<file path="src/rtl/uart_rx_frame_ctrl_if.sv">
// Signal bundle between the UART RX frame controller and its environment
// (serial line, frame configuration, sampler handshake, received-data outputs).
interface uart_rx_frame_ctrl_if #(
    parameter int DATA_WIDTH = 8
);
    logic                  S_DATA;
    logic [5:0]            Prescale;
    logic                  PAR_EN;
    logic                  PAR_TYP;
    logic                  sampled_bit;
    logic [5:0]            edge_count;
    logic                  dat_samp_en;
    logic [DATA_WIDTH-1:0] P_DATA;
    logic                  data_valid;
    logic                  par_err;
    logic                  stp_err;
    logic                  busy;

    modport master (
        output S_DATA, Prescale, PAR_EN, PAR_TYP, sampled_bit,
        input  edge_count, dat_samp_en, P_DATA, data_valid, par_err, stp_err, busy
    );

    modport slave (
        input  S_DATA, Prescale, PAR_EN, PAR_TYP, sampled_bit,
        output edge_count, dat_samp_en, P_DATA, data_valid, par_err, stp_err, busy
    );
endinterface

</file>
<file path="src/rtl/uart_rx_frame_ctrl.sv">
// UART RX frame controller: start detection, per-bit edge counter, LSB-first
// deserialisation, optional parity and stop checks, one-cycle result pulses.
module uart_rx_frame_ctrl #(
    parameter int DATA_WIDTH = 8
) (
    input  logic                  CLK,
    input  logic                  RST,
    uart_rx_frame_ctrl_if.slave   rx_if
);
    localparam int CNT_W = $clog2(DATA_WIDTH + 1);

    typedef enum logic [2:0] {
        IDLE   = 3'd0,
        START  = 3'd1,
        DATA   = 3'd2,
        PARITY = 3'd3,
        STOP   = 3'd4
    } state_t;

    state_t                state_r;
    logic [5:0]            edge_count_r;
    logic [CNT_W-1:0]      bit_cnt_r;
    logic [DATA_WIDTH-1:0] shreg_r;
    logic [DATA_WIDTH-1:0] p_data_r;
    logic                  par_en_r;
    logic                  par_typ_r;
    logic                  par_fail_r;
    logic                  stop_done_r;
    logic                  busy_r;
    logic                  data_valid_r;
    logic                  par_err_r;
    logic                  stp_err_r;
    logic                  prescale_ok_s;
    logic                  bit_end_s;

    // Expected parity bit for the received data under even (0) or odd (1) parity.
    function automatic logic parity_bit(input logic [DATA_WIDTH-1:0] d, input logic odd);
        return (^d) ^ odd;
    endfunction

    assign prescale_ok_s = (rx_if.Prescale == 6'd8) || (rx_if.Prescale == 6'd16) ||
                           (rx_if.Prescale == 6'd32);
    assign bit_end_s     = (edge_count_r == (rx_if.Prescale - 6'd1));

    assign rx_if.edge_count  = edge_count_r;
    assign rx_if.dat_samp_en = busy_r;
    assign rx_if.busy        = busy_r;
    assign rx_if.P_DATA      = p_data_r;
    assign rx_if.data_valid  = data_valid_r;
    assign rx_if.par_err     = par_err_r;
    assign rx_if.stp_err     = stp_err_r;

    // Frame FSM, edge counter, deserialiser and result pulses.
    always_ff @(posedge CLK or posedge RST) begin
        if (RST) begin
            state_r      <= IDLE;
            edge_count_r <= 6'd0;
            bit_cnt_r    <= '0;
            shreg_r      <= '0;
            p_data_r     <= '0;
            par_en_r     <= 1'b0;
            par_typ_r    <= 1'b0;
            par_fail_r   <= 1'b0;
            stop_done_r  <= 1'b0;
            busy_r       <= 1'b0;
            data_valid_r <= 1'b0;
            par_err_r    <= 1'b0;
            stp_err_r    <= 1'b0;
        end else begin
            data_valid_r <= 1'b0;
            par_err_r    <= 1'b0;
            stp_err_r    <= 1'b0;
            stop_done_r  <= 1'b0;

            // The sampler still holds the stop-bit vote one edge after the frame ends.
            if (stop_done_r) begin
                stp_err_r <= ~rx_if.sampled_bit;
                par_err_r <= par_fail_r;
                if (rx_if.sampled_bit && !par_fail_r) begin
                    p_data_r     <= shreg_r;
                    data_valid_r <= 1'b1;
                end
            end

            if ((state_r == IDLE) || bit_end_s) begin
                edge_count_r <= 6'd0;
            end else begin
                edge_count_r <= edge_count_r + 6'd1;
            end

            case (state_r)
                IDLE: begin
                    if (!rx_if.S_DATA && prescale_ok_s) begin
                        state_r    <= START;
                        busy_r     <= 1'b1;
                        par_en_r   <= rx_if.PAR_EN;
                        par_typ_r  <= rx_if.PAR_TYP;
                        par_fail_r <= 1'b0;
                    end
                end
                START: begin
                    if (bit_end_s) begin
                        if (!rx_if.sampled_bit) begin
                            state_r   <= DATA;
                            bit_cnt_r <= '0;
                        end else begin
                            state_r <= IDLE;
                            busy_r  <= 1'b0;
                        end
                    end
                end
                DATA: begin
                    if (bit_end_s) begin
                        shreg_r   <= {rx_if.sampled_bit, shreg_r[DATA_WIDTH-1:1]};
                        bit_cnt_r <= bit_cnt_r + CNT_W'(1);
                        if (bit_cnt_r == CNT_W'(DATA_WIDTH - 1)) begin
                            state_r <= par_en_r ? PARITY : STOP;
                        end
                    end
                end
                PARITY: begin
                    if (bit_end_s) begin
                        par_fail_r <= (rx_if.sampled_bit != parity_bit(shreg_r, par_typ_r));
                        state_r    <= STOP;
                    end
                end
                STOP: begin
                    if (bit_end_s) begin
                        state_r     <= IDLE;
                        busy_r      <= 1'b0;
                        stop_done_r <= 1'b1;
                    end
                end
                default: begin
                    state_r <= IDLE;
                    busy_r  <= 1'b0;
                end
            endcase
        end
    end
endmodule
</file>
<file path="src/flat_wrapper.sv">
// flat-port wrapper written by rule: the top's interface ports become plain ports
module uart_rx_frame_ctrl_flat 
#(
    parameter int DATA_WIDTH = 8
)
  (CLK, RST, rx_if_S_DATA, rx_if_Prescale, rx_if_PAR_EN, rx_if_PAR_TYP, rx_if_sampled_bit, rx_if_edge_count, rx_if_dat_samp_en, rx_if_P_DATA, rx_if_data_valid, rx_if_par_err, rx_if_stp_err, rx_if_busy);
  uart_rx_frame_ctrl_if #(.DATA_WIDTH(DATA_WIDTH)) rx_if_i ();
  input  logic CLK;
  input  logic RST;
  input wire logic [$bits(rx_if_i.S_DATA)-1:0] rx_if_S_DATA;
  input wire logic [$bits(rx_if_i.Prescale)-1:0] rx_if_Prescale;
  input wire logic [$bits(rx_if_i.PAR_EN)-1:0] rx_if_PAR_EN;
  input wire logic [$bits(rx_if_i.PAR_TYP)-1:0] rx_if_PAR_TYP;
  input wire logic [$bits(rx_if_i.sampled_bit)-1:0] rx_if_sampled_bit;
  output wire logic [$bits(rx_if_i.edge_count)-1:0] rx_if_edge_count;
  output wire logic [$bits(rx_if_i.dat_samp_en)-1:0] rx_if_dat_samp_en;
  output wire logic [$bits(rx_if_i.P_DATA)-1:0] rx_if_P_DATA;
  output wire logic [$bits(rx_if_i.data_valid)-1:0] rx_if_data_valid;
  output wire logic [$bits(rx_if_i.par_err)-1:0] rx_if_par_err;
  output wire logic [$bits(rx_if_i.stp_err)-1:0] rx_if_stp_err;
  output wire logic [$bits(rx_if_i.busy)-1:0] rx_if_busy;
  assign rx_if_i.S_DATA = rx_if_S_DATA;
  assign rx_if_i.Prescale = rx_if_Prescale;
  assign rx_if_i.PAR_EN = rx_if_PAR_EN;
  assign rx_if_i.PAR_TYP = rx_if_PAR_TYP;
  assign rx_if_i.sampled_bit = rx_if_sampled_bit;
  assign rx_if_edge_count = rx_if_i.edge_count;
  assign rx_if_dat_samp_en = rx_if_i.dat_samp_en;
  assign rx_if_P_DATA = rx_if_i.P_DATA;
  assign rx_if_data_valid = rx_if_i.data_valid;
  assign rx_if_par_err = rx_if_i.par_err;
  assign rx_if_stp_err = rx_if_i.stp_err;
  assign rx_if_busy = rx_if_i.busy;
  uart_rx_frame_ctrl #(.DATA_WIDTH(DATA_WIDTH)) u_core (.CLK(CLK), .RST(RST), .rx_if(rx_if_i));
endmodule
</file>
<file path="config.mk">
export PLATFORM = sky130hd
export DESIGN_NAME = uart_rx_frame_ctrl_flat
export DESIGN_NICKNAME = d
export VERILOG_FILES = /design/src/rtl/uart_rx_frame_ctrl_if.sv /design/src/rtl/uart_rx_frame_ctrl.sv /design/src/flat_wrapper.sv
export SDC_FILE = /design/constraint.sdc
export NUM_CORES = 1
export LEC_CHECK = 0
export ABC_AREA = 1
export CORE_UTILIZATION = 45
export CTS_CLUSTER_SIZE = 25
export DETAILED_ROUTE_END_ITERATION = 7
export GPL_TIMING_DRIVEN = 1
export MAX_ROUTING_LAYER = met4
export PLACE_DENSITY = 0.68
export SYNTH_ARGS = -nofsm -noshare
export SYNTH_HDL_FRONTEND = slang
export SYNTH_SLANG_ARGS = --single-unit
</file>
<file path="constraint.sdc">
create_clock -name CLK -period 1.75 [get_ports CLK]
set_input_delay 0.4375 -clock CLK [delete_from_list [all_inputs] [get_ports CLK]]
set_output_delay 0.4375 -clock CLK [all_outputs]
set_load 0.01 [all_outputs]
</file>
==> results of run 1 <==
through the flow:
| stage | util, % | TNS [ns] | instances | total power, mW |
|---|---|---|---|---|
| detailed placement | 59.83 | -17.54 | 340 | 2.570 |
| floorplan | - | 0 | 252 | 2.172 |
| CTS | 62.98 | 0 | 348 | 3.370 |
| global placement | 59.83 | -15.97 | 340 | 2.543 |
| finish | 65.06 | 0 | 352 | 3.392 |
| global route | 65.06 | -0.06635 | 352 | 3.643 |
sequential cells by signal, summed over array words and instances (netlist names):
signal and count:
u_core.bit_cnt_r 4, u_core.par_en_r 1, u_core.par_fail_r 1, u_core.par_typ_r 1
u_core.rx_if.P_DATA 8, u_core.rx_if.busy 1, u_core.rx_if.data_valid 1, u_core.rx_if.edge_count 6
u_core.rx_if.par_err 1, u_core.rx_if.stp_err 1, u_core.shreg_r 8, u_core.state_r 3
u_core.stop_done_r 1
what timing repair did:
action,4_1_cts,5_1_grt
hold endpoints to repair,0,0
buffers inserted,0,3
setup endpoints to repair,26,26
pin swaps,2,7
cloned,0,1
gates resized for setup,14,19
where the power goes:
part           total (mW)  switching [mW]  internal [mW]
logic                1.36           0.755          0.604
clock network       0.777           0.313          0.463
registers            1.26           0.197           1.06
layout by cell type (no fill, tap or decap), types with 3 or more instances in the layout:
cell and n:
nor2_1 19, nand2_1 74, xor2_1 6, xnor2_1 6, clkdlybuf4s50_1 24, nor3_1 4, nor2_2 4, inv_1 34
buf_4 12, dfrtp_1 35, inv_2 3, o21ai_0 12, clkbuf_8 6, ha_1 3, o21ai_1 12, nand2_2 3
nand3_1 12
worst max-delay path by stage:
stage | start | end | slack (ns) | cells after the start
global placement | rx_if_Prescale[0] | u_core.bit_cnt_r[2]$_DFFE_PP0P_ | -0.66 | 14
floorplan | rx_if_Prescale[0] | u_core.shreg_r[0]$_DFFE_PP0P_ | 0.003 | 13
CTS | u_core.rx_if.edge_count[0]$_DFF_PP0_ | rx_if_edge_count[0] | 0.002 | 1
finish | u_core.rx_if.edge_count[4]$_DFF_PP0_ | rx_if_edge_count[4] | 0.05 | 1
detailed placement | rx_if_Prescale[0] | u_core.bit_cnt_r[3]$_DFFE_PP0P_ | -0.73 | 14
global route | rx_if_Prescale[1] | u_core.shreg_r[2]$_DFFE_PP0P_ | -0.01 | 13
area by class of cell:
class	instances	area, sq um	area share, %
timing repair buffer	45	461.7	17.36
clock inverter	2	37.54	1.412
multi-input combinational	173	929.6	34.96
inverter	39	156.4	5.882
sequential	37	928.4	34.92
clock buffer	6	82.58	3.106
tap	50	62.56	2.353
worst min-delay path: stages, from the launching register on:
cell and delay, ns:
dfrtp_1 0.35, nand2_1 0.06, inv_1 0.04
logic make-up after synthesis:
kind of cell | Yosys count
AND/OR/NAND/NOR | 128
flip-flops | 37
multiplexers | 1
XOR/XNOR | 12
adder cells (fa/ha/maj) | 4
buffers and inverters | 42
AO/OA/AOI/OAI | 28
Yosys cell counts (all sizes together), types with 2 or more instances:
master   n
nor2    26
xnor2    6
inv     39
nor3b    2
nor3     4
o21ai   24
nand2   77
nand4    2
buf      2
nand3   14
xor2     6
a21oi    3
or2      2
dfrtp   37
ha       4
routing by layer:
layer / part of all wire (%) / GRT usage [%] / up-vias
li1: - / - / 881
met2: 47 / 30.88 / 22
met5: 0 / - / -
met3: 3.2 / 5.500 / 9
met4: 1.8 / 6.250 / 0
met1: 48 / 22.83 / 751
==> flow_metrics.py, run 1 <==
metrics = {
    "synth": {
        "yosysSeqAreaShare_pct": 47.07,
        "ys.flop_type": "dfrtp_1",
        "async_flop_share_pct": 100.0,
        "yosysWarnings": 0,
        "synth_top_cell_by_area": "dfrtp_1",
        "synth_compound_area_share_pct": 7.506,
        "ys_ff_latch": 37,
        "yosys.cell_types.count": 25,
        "synth_xor_area_share_pct": 5.344,
        "syn_nets": 268,
        "synth_area_leaders": "dfrtp_1, nand2_1, inv_1, o21ai_0, nor2_1",
        "synth-simple-area-share_pct": 28.37,
        "syn-mean-instance-area_sq_um": 7.805,
        "yosys.area_share.adder_pct": 2.545,
        "yosys.area.top_type_share_pct": 47.07,
        "synth_enable_flop_cells": 0,
        "synth_top_family_by_area": "simple AND/OR/NAND/NOR gates",
        "muxShareOfSynthArea_pct": 0.5725,
        "synthCells": 252,
        "syn_area_sq_um": 1967,
    },
    "die": {
        "ios": 31,
        "core_area_sq_um": 4086,
        "core.rowCount": 23,
        "die_y_microns": 68.11,
        "fp.dieW_microns": 68.11,
        "dieArea_sq_um": 4639,
        "initial_utilization_pct": 48.13,
    },
    "sta": {
        "worst_pin_slew_ns": 0.2517,
        "clock.fmax_mhz": 589.8,
        "slew-limit-headroom_pct": 83.09,
        "period_minus_slack_ns": 1.695,
        "finClkSkew_ns": 0.008376,
        "finalWorstSetupSlack_ns": 0.05464,
        "hold_slack_ns": 0.4815,
        "hold_viol": 0,
        "min_period_over_period_pct": 96.88,
        "finalSetupViolations": 0,
        "slew_viol_final": 0,
    },
    "critical_path": {
        "startpoint_type": "register",
        "cp.arrival_ns": 1.26,
        "crit_required_ns": 1.31,
        "critPathTopFamily": "buffers and inverters",
        "ff2ff_setup_slack_ns": 0.12,
        "crit_fanout": 5,
        "crit_path_cell_trace": "clkdlybuf4s50_1",
        "r2r-start": "u_core.rx_if.edge_count[0]$_DFF_PP0_",
        "r2r_end": "u_core.shreg_r[7]$_DFFE_PP0P_",
        "reg2reg_depth": 9,
        "end_kind": "output port",
        "path_buf_inv": 1,
        "path_class": "reg2out",
        "crit_path_top_delay_cell": "clkdlybuf4s50_1",
        "cpPeakStageDelay_ns": 0.56,
    },
    "clocking": {
        "numCtsBuffers": 5,
        "clk_pin_slew_ns": 0.08,
        "clock-sinks": 37,
        "insertion_delay_ns": 0.29,
        "clock_path_buffers": 2,
        "cts_tree": "done",
        "cts_max_level": 2,
        "root_buffer": "clkbuf_8",
        "cts_hold_buffers": 0,
    },
    "power": {
        "power_density_nw_per_um2": 1276,
        "peakVddDrop_v": 0.0009915,
        "leakage_nw": 1.338,
    },
    "hold_path": {
        "hold_depth": 2,
        "hold_path_end": "u_core.rx_if.par_err$_DFF_PP0_",
        "worstHoldPathType": "reg2reg",
        "hp-start": "u_core.stop_done_r$_DFF_PP0_",
    },
    "placement": {
        "post-dp-hpwl_microns": 2828,
        "postPlaceCellArea_sq_um": 2445,
        "gp_congestion": 0.8657,
        "post-place-ws_ns": -0.7272,
        "port_buffers": 30,
    },
    "global_route": {
        "grt_max_degree": 38,
        "overflow": 0,
        "track_usage_pct": 19.12,
        "grt_pass1_vias": 1495,
        "grt_pass1_wl_microns": 6292,
        "antenna_found_initial": 0,
    },
    "cells_and_area": {
        "fin_area_sq_um": 2659,
        "num-nets-final": 317,
        "diodes": 0,
        "area.growth.synth_to_final_pct": 35.18,
        "fillers": 346,
        "drive_above_1_share_pct": 16.56,
    },
    "run": {
        "max_cap_violations": 0,
    },
    "drt": {
        "wl_microns": 3939,
        "vias": 1663,
        "wl_per_cell_microns": 11.19,
        "drtPass1Iterations": 4,
        "ant_nets": 0,
        "viasPerCell": 4.724,
        "drt_iter0_drc": 96,
        "route.detailed.drc": 0,
    },
    "outcome": {
        "status": "finished clean",
    },
}
Power figures use the tool's default switching activity.
==> run 2: changes to the inputs <==
RECOVER_POWER = 50   (was default)
==> run 2 against run 1 <==
Compared with the run above:
- critical path depth stayed put
- register-to-register slack barely moved
- hold slack improved by 0.0018 ns
- combinational power barely moved
- utilization decreased by 0.46 points
- sequential share of layout area grew 0.25 points
- cell count stayed put
- global-route usage did not move
- sequential cell count did not move
- setup slack is essentially flat
- largest power group unchanged
==> flow_metrics.py, run 2 (synthesized netlist as in run 1, its figures left out) <==
metrics = {
    "clocking": {
        "clk_pin_slew_ns": 0.08,
        "clock-sinks": 37,
        "cts_hold_buffers": 0,
        "root_buffer": "clkbuf_8",
        "numCtsBuffers": 5,
        "cts_tree": "done",
        "clock_path_buffers": 2,
        "cts_max_level": 2,
        "insertion_delay_ns": 0.29,
    },
    "drt": {
        "vias": 1667,
        "viasPerCell": 4.736,
        "drt_iter0_drc": 56,
        "wl_per_cell_microns": 11.18,
        "route.detailed.drc": 0,
        "drtPass1Iterations": 4,
        "wl_microns": 3934,
        "ant_nets": 0,
    },
    "global_route": {
        "overflow": 0,
        "track_usage_pct": 19.12,
        "grt_pass1_wl_microns": 6292,
        "grt_max_degree": 38,
        "grt_pass1_vias": 1495,
        "antenna_found_initial": 0,
    },
    "placement": {
        "postPlaceCellArea_sq_um": 2445,
        "gp_congestion": 0.8657,
        "port_buffers": 30,
        "post-dp-hpwl_microns": 2828,
    },
    "critical_path": {
        "crit_path_top_delay_cell": "clkdlybuf4s50_1",
        "crit_path_cell_trace": "clkdlybuf4s50_1",
        "critical_path.startpoint": "u_core.rx_if.edge_count[4]$_DFF_PP0_",
        "end_kind": "output port",
        "crit_fanout": 5,
        "path_class": "reg2out",
        "r2r-start": "u_core.rx_if.edge_count[0]$_DFF_PP0_",
        "cpPeakStageDelay_ns": 0.56,
        "critPathTopFamily": "buffers and inverters",
        "cp.arrival_ns": 1.26,
        "path_buf_inv": 1,
        "crit_required_ns": 1.31,
        "startpoint_type": "register",
    },
    "cells_and_area": {
        "drive_above_1_share_pct": 16.23,
        "diodes": 0,
        "final_cell_mix": "nand2_1, dfrtp_1, inv_1",
        "area.growth.synth_to_final_pct": 34.22,
        "fin_area_sq_um": 2640,
        "num-nets-final": 317,
        "final_common_cell": "nand2_1",
        "fillers": 350,
    },
    "outcome": {
        "status": "finished clean",
    },
    "hold_path": {
        "worstHoldPathType": "reg2reg",
        "hp-start": "u_core.stop_done_r$_DFF_PP0_",
    },
    "power": {
        "power.share.switching_pct": 37.32,
        "leakage_nw": 1.330,
        "seqPwrFrac_pct": 37.1,
        "cellInternalPower_mw": 2.121,
        "switching_power_mw": 1.263,
        "p_clk_share_pct": 22.9,
        "power_mw": 3.384,
        "p_comb_share_pct": 40.0,
        "power_density_nw_per_um2": 1282,
        "peakVddDrop_v": 0.0009885,
    },
    "sta": {
        "period_minus_slack_ns": 1.695,
        "finClkSkew_ns": 0.008802,
        "finalSetupViolations": 0,
        "slew-limit-headroom_pct": 40.54,
        "worst_pin_slew_ns": 0.8919,
        "hold_viol": 0,
        "clock.fmax_mhz": 590.0,
        "min_period_over_period_pct": 96.86,
        "slew_viol_final": 0,
    },
    "die": {
        "initial_utilization_pct": 48.13,
        "die_y_microns": 68.11,
        "core_area_sq_um": 4086,
        "ios": 31,
        "dieArea_sq_um": 4639,
        "fp.dieW_microns": 68.11,
        "core.rowCount": 23,
    },
    "run": {
        "max_cap_violations": 0,
    },
}
-- run 2: what timing repair did --
action,CTS,global route
pin swaps,2,7
resized for setup,14,19
endpoints found under the setup margin,26,26
endpoints found under the hold margin,0,0
cloned,0,1
buffers inserted,0,3
-- run 2: final timing paths --
check,to,slack [ns],cells past startpoint
setup / recovery,rx_if_edge_count[4],0.05,1
hold / removal,u_core.rx_if.par_err$_DFF_PP0_,0.48,2
hold reg to reg,u_core.rx_if.par_err$_DFF_PP0_,0.48,2
max in group asynchronous,u_core.rx_if.edge_count[2]$_DFF_PP0_,0.27,3
setup reg to reg,u_core.shreg_r[7]$_DFFE_PP0P_,0.12,9
min in group asynchronous,u_core.rx_if.edge_count[0]$_DFF_PP0_,0.87,3
-- run 2: through the flow --
stage	setup TNS, ns	utilization [%]	worst slack, ns	instances	hold WS, ns
6_report	0	64.61	0.05499	352	0.4834
5_1_grt	-0.06635	64.61	-0.01250	352	0.5046
4_1_cts	0	62.98	0.002443	348	0.4810
3_5_place_dp	-17.54	59.83	-0.7272	340	0.4616
3_3_place_gp	-15.97	59.83	-0.6572	340	0.4570
2_1_floorplan	0	-	0.002709	252	0.4361
-- run 2: power groups by stage --
stage                     registers, mW  clock network [mW]  logic, mW
after floorplan                    1.24                   0      0.928
after global placement             1.26                   0       1.28
after detailed placement           1.27                   0       1.30
after CTS                          1.25               0.800       1.32
after global routing               1.29               0.820       1.53
final                              1.26               0.776       1.35
-- run 2: layout make-up --
type / instances / area (sq um) / share of cell area, %
Clock buffer: 6 / 82.58 / 3.128
Timing Repair Buffer: 45 / 442.9 / 16.78
Tap cell: 50 / 62.56 / 2.370
Multi-Input combinational cell: 173 / 929.6 / 35.21
Inverter: 39 / 156.4 / 5.924
Sequential cell: 37 / 928.4 / 35.17
Clock inverter: 2 / 37.54 / 1.422
-- run 2: per-layer routing --
metal / vias to the layer above / track usage [%] / part of all wire [%]
met3: 9 / 5.500 / 3.0
met5: - / - / 0
met2: 23 / 30.88 / 47
met1: 755 / 22.83 / 48
met4: 0 / 6.250 / 1.7
li1: 880 / - / -
==> run 3: changes to the inputs <==
SLEW_MARGIN = 20   (was default)
==> results of run 3 <==
The final DEF is identical to that of run 2; final timing and power are the same.
